**src/rtl/stream_minmax_signed.sv**
```systemverilog
// Streaming signed min/max over fixed-length frames, with valid/ready on both sides.
// Optional STREAM_MINMAX_INDEX_EN adds o_min_idx/o_max_idx (frame position of the winners).
//
// state | meaning
// IDLE  | no sample of the current frame taken yet
// ACCUM | at least one sample taken, frame incomplete
// DONE  | complete result held until the consumer takes it
module stream_minmax_signed #(
  parameter int WIDTH     = 8,
  parameter int FRAME_LEN = 16
) (
  input  logic             i_clk,
  input  logic             i_rst,
  input  logic [WIDTH-1:0] i_data,
  input  logic             i_valid,
  output logic             o_ready,
  input  logic             i_flush,
  output logic [WIDTH-1:0] o_min,
  output logic [WIDTH-1:0] o_max,
  output logic             o_valid,
  input  logic             i_ready
`ifdef STREAM_MINMAX_INDEX_EN
  ,
  output logic [((FRAME_LEN > 1) ? $clog2(FRAME_LEN) : 1)-1:0] o_min_idx,
  output logic [((FRAME_LEN > 1) ? $clog2(FRAME_LEN) : 1)-1:0] o_max_idx
`endif
);

  localparam int CW = $clog2(FRAME_LEN + 1);

  typedef enum logic [1:0] {S_IDLE, S_ACCUM, S_DONE} state_t;

  state_t           state, state_nxt;
  logic [CW-1:0]    cnt;
  logic [WIDTH-1:0] min_q, max_q;
  logic             accept, last, handshake, lt_min, gt_max;

  // Two's-complement a < b without relying on signed types.
  function automatic logic slt(input logic [WIDTH-1:0] a, input logic [WIDTH-1:0] b);
    logic [WIDTH-1:0] d;
    d = a - b;
    return (a[WIDTH-1] != b[WIDTH-1]) ? a[WIDTH-1] : d[WIDTH-1];
  endfunction

  assign o_ready   = !i_rst && (state != S_DONE);
  assign accept    = i_valid && o_ready;
  assign last      = (cnt == CW'(FRAME_LEN - 1));
  assign handshake = (state == S_DONE) && i_ready;
  assign lt_min    = slt(i_data, min_q);
  assign gt_max    = slt(max_q, i_data);

  always_comb begin
    state_nxt = state;
    if (i_flush) begin
      state_nxt = S_IDLE;
    end else begin
      case (state)
        S_IDLE, S_ACCUM: if (accept) state_nxt = last ? S_DONE : S_ACCUM;
        S_DONE:          if (i_ready) state_nxt = S_IDLE;
        default:         state_nxt = S_IDLE;
      endcase
    end
  end

  always_ff @(posedge i_clk) begin
    if (i_rst) state <= S_IDLE;
    else       state <= state_nxt;
  end

`ifdef STREAM_MINMAX_INDEX_EN
  localparam int IW = (FRAME_LEN > 1) ? $clog2(FRAME_LEN) : 1;
  logic [IW-1:0] min_idx_q, max_idx_q;
`endif

  // Counter holds at FRAME_LEN-1 in DONE; only the handshake or a flush clears it.
  always_ff @(posedge i_clk) begin
    if (i_rst) begin
      cnt   <= '0;
      min_q <= '0;
      max_q <= '0;
`ifdef STREAM_MINMAX_INDEX_EN
      min_idx_q <= '0;
      max_idx_q <= '0;
`endif
    end else if (i_flush || handshake) begin
      cnt <= '0;
    end else if (accept) begin
      if (state == S_IDLE) begin
        min_q <= i_data;
        max_q <= i_data;
`ifdef STREAM_MINMAX_INDEX_EN
        min_idx_q <= '0;
        max_idx_q <= '0;
`endif
      end else begin
        if (lt_min) begin
          min_q <= i_data;
`ifdef STREAM_MINMAX_INDEX_EN
          min_idx_q <= cnt[IW-1:0];
`endif
        end
        if (gt_max) begin
          max_q <= i_data;
`ifdef STREAM_MINMAX_INDEX_EN
          max_idx_q <= cnt[IW-1:0];
`endif
        end
      end
      if (!last) cnt <= cnt + CW'(1);
    end
  end

  assign o_valid = (state == S_DONE) && !i_rst;
  assign o_min   = i_rst ? '0 : min_q;
  assign o_max   = i_rst ? '0 : max_q;
`ifdef STREAM_MINMAX_INDEX_EN
  assign o_min_idx = i_rst ? '0 : min_idx_q;
  assign o_max_idx = i_rst ? '0 : max_idx_q;
`endif

endmodule

```
**config.mk**
```make
export PLATFORM = sky130hd
export DESIGN_NAME = stream_minmax_signed
export DESIGN_NICKNAME = d
export VERILOG_FILES = /design/src/rtl/stream_minmax_signed.sv
export SDC_FILE = /design/constraint.sdc
export NUM_CORES = 1
export LEC_CHECK = 0
export CAP_MARGIN = 20
export CORE_UTILIZATION = 35
export CTS_CLUSTER_SIZE = 30
export DETAILED_ROUTE_END_ITERATION = 6
export PLACE_DENSITY_LB_ADDON = 0.25
export SETUP_SLACK_MARGIN = 0.02
export SYNTH_ARGS = -nofsm -noshare
export SYNTH_HDL_FRONTEND = slang
export SYNTH_SLANG_ARGS = --single-unit
```
**constraint.sdc**
```tcl
create_clock -name i_clk -period 2.55 [get_ports i_clk]
set_clock_uncertainty 0.2 [all_clocks]
set_input_delay 0.51 -clock i_clk [delete_from_list [all_inputs] [get_ports i_clk]]
set_output_delay 0.51 -clock i_clk [all_outputs]
set_load 0.01 [all_outputs]
```
==> impl_metrics.toml <==
[status]
status = "finished clean"

[clock_network]
cts_num_sinks = 23
clk_path_buf_depth = 2
htreeDepth = 1
clkSlewWorstSetupHoldPaths_ns = 0.08
ctsHoldBuffers = 0
numCtsBuffers = 3
clock_latency_ns = 0.26
cts_tree = "built"
cts_root_buf = "clkbuf_8"

[layout]
antenna_cells = 0
fin_area_sq_um = 2186
drive_gt1_share_pct = 39.20
n_fill_cell = 342
nets = 229
syn2layout_area_growth_pct = 55.70

[hold_path]
min_from = "state[1]$_SDFFE_PP0P_"
hp-class = "register to register"
whs_endpoint = "state[0]$_SDFFE_PP0P_"
whs_path_depth = 1

[timing]
period_minus_slack_ns = 2.509
rsz0062_at_grt = "yes"
max_freq_mhz = 398.6
hold_viol_final = 0
tightest_slew_ns = 0.4759
setup_viol = 0
layout_setup_ws_ns = 0.04143
slew_viol_final = 0
post-route-period-util_pct = 98.38
maxSlewHeadroom_pct = 68.06

[critical_path]
worstSetupPathType = "input pin to register"
reg2reg_depth = 9
crit_slowest_cell = "fa_2"
critPathMaxStageDelay_ns = 0.33
rr_endpoint = "max_q[1]$_SDFFE_PP0P_"
worstSetupStartpointType = "input pin"
reg2reg_from = "max_q[4]$_SDFFE_PP0P_"
end_kind = "register"
cp_max_fo = 6
reg2reg_slack_ns = 0.08
cp_cell_sequence = "buf_6, inv_12, ha_4, and3_4, a221o_1, a31oi_4, fa_2, and2_4, o211ai_4, buf_12, mux2_4"
critPathArrivalTime_ns = 2.47
worstPathRequired_ns = 2.51

[power]
total_leakage_power_nw = 1.042
p_total_w = 0.0008253
max-vdd-ir-drop_mv = 0.3687
p_per_area_nw_per_um2 = 377.6

[placed_design]
port_buffers = 30
dp_hpwl_microns = 2497
place_area_sq_um = 2034
place_ws_ns = -0.8781
globalplace.congestion = 0.8856

[yosys]
synthXorXnorAreaFrac_pct = 0
synth_top_family_by_area = "simple AND/OR/NAND/NOR gates"
seq_area_frac_synth_pct = 32.80
synth_fa_ha_area_share_pct = 15.33
synth_edf_count = 0
synth_warnings = 0
synth_cell_type_count = 34
synth_compound_area_share_pct = 13.46
synth_seq_cells = 23
synth_area_leader_cell = "dfxtp_1"
synthSimpleGateAreaFrac_pct = 18.72
async_flop_share_pct = 0
avgSynthCellArea_sq_um = 9.615
syn_area_sq_um = 1404
synth_ff_type = "dfxtp_1"
netlist.area_leader.share_pct = 32.80
synth_top_cells_by_count = "dfxtp_1, inv_1, mux2_2"
synth_most_common_cell = "dfxtp_1"
netlist_instances = 146
syn_nets = 175
synth_area_leaders = "dfxtp_1, mux2_2, ha_1, nor2b_1, inv_1"
synthMuxAreaShare_pct = 12.83

[die]
io_pins = 31
num_rows = 22
coreArea_sq_um = 3744
dieArea_sq_um = 4268
die_height_microns = 65.33
start_util_pct = 37.50
die_w_microns = 65.33

[detailed_routing]
wl_microns = 3319
antenna_left = 0
drc = 0
dr.pass1.iters = 4
wl_per_cell_microns = 13.44
num_vias = 1236
vias_per_cell = 5.004
first_iter_violations = 40

[global_routing]
grt_pass1_wl_microns = 5582
grt.overflow.total = 0
grt_start_max_net_pins = 25
first_global_vias = 1246
antenna_found_initial = 0
grtUsageTotal_pct = 17.16

[run]
drv_cap = 0
-- critical path: cells and delay by family --
kind | cells | cell delay [ns]
AO/OA/AOI/OAI | 3 | 0.43
buffers and inverters | 3 | 0.31
adder cells (fa/ha/maj) | 2 | 0.58
AND/OR/NAND/NOR | 2 | 0.33
multiplexers | 1 | 0.29
-- cells in the final DEF, fill, tap and decap left out, types with 6 or more instances in the layout --
| cell | Yosys | final |
|---|---|---|
| mux2_4 | 0 | 16 |
| dlygate4sd2_1 | 0 | 17 |
| nor2b_1 | 12 | 11 |
| buf_4 | 0 | 20 |
| inv_1 | 17 | 11 |
| dfxtp_1 | 23 | 20 |
| nor2_1 | 11 | 11 |
| ha_4 | 0 | 6 |
| ha_1 | 14 | 8 |
-- what timing repair did --
action                                  CTS  global route
pin swaps                                12             8
resized for setup                        57            16
setup buffers                             4             1
endpoints found under the setup margin   32            18
-- final cells by class --
cell class | instances | area (sq um) | area share [%]
Sequential cell | 23 | 464.2 | 21.24
Multi-Input combinational cell | 102 | 1030 | 47.11
Timing Repair Buffer | 53 | 503.0 | 23.01
Tap cell | 48 | 60.06 | 2.748
Clock buffer | 4 | 45.04 | 2.061
Inverter | 17 | 83.83 | 3.835
-- cells by family after synthesis --
family          count (synthesis)
mux                            16
flops                          23
simple gates                   46
compound gates                 24
buf+inv                        21
fa+ha+maj                      16
-- layer usage --
layer	wire [microns]	vias up	share of wire, %	GRT usage, %
li1	-	611	-	-
met1	1557	600	47	21.71
met2	1614	23	49	30.28
met3	124	2	3.7	3.646
met4	22	0	0.66	2.446
met5	0	-	0	0
-- power breakdown --
part | switching (W) | internal [W] | total, W | leakage (nW)
registers | 0.00000924 | 0.000376 | 0.000385 | 0.189
logic | 0.0000931 | 0.000119 | 0.000213 | 0.830
clock network | 0.000116 | 0.000112 | 0.000228 | 0.0228
total | 0.000219 | 0.000607 | 0.000825 | 1.04
-- sequential cells by signal, summed over array words and instances (netlist names) --
signal,flops
cnt,5
max_q,8
min_q,8
state,2
-- worst max path at each step --
stage	startpoint	end	slack, ns
after global placement	i_data[5]	max_q[5]$_SDFFE_PP0P_	-0.88
final	i_data[6]	max_q[1]$_SDFFE_PP0P_	0.04
after global routing	i_data[6]	max_q[4]$_SDFFE_PP0P_	-0.008
after floorplan	i_data[6]	max_q[0]$_SDFFE_PP0P_	-0.02
after CTS	i_data[6]	max_q[1]$_SDFFE_PP0P_	-0.07
after detailed placement	i_data[5]	max_q[1]$_SDFFE_PP0P_	-0.88
-- per-stage QoR --
stage | hold slack [ns] | util, % | setup TNS, ns | cells
2_1_floorplan | 0.2493 | - | -0.1311 | 146
3_3_place_gp | 0.2770 | 54.34 | -13.01 | 239
3_5_place_dp | 0.2880 | 54.34 | -13.46 | 239
4_1_cts | 0.2965 | 57.75 | -0.5235 | 247
5_1_grt | 0.3259 | 58.39 | -0.02185 | 247
6_report | 0.2973 | 58.39 | 0 | 247
Note: power is estimated with default switching activity, not from simulation.
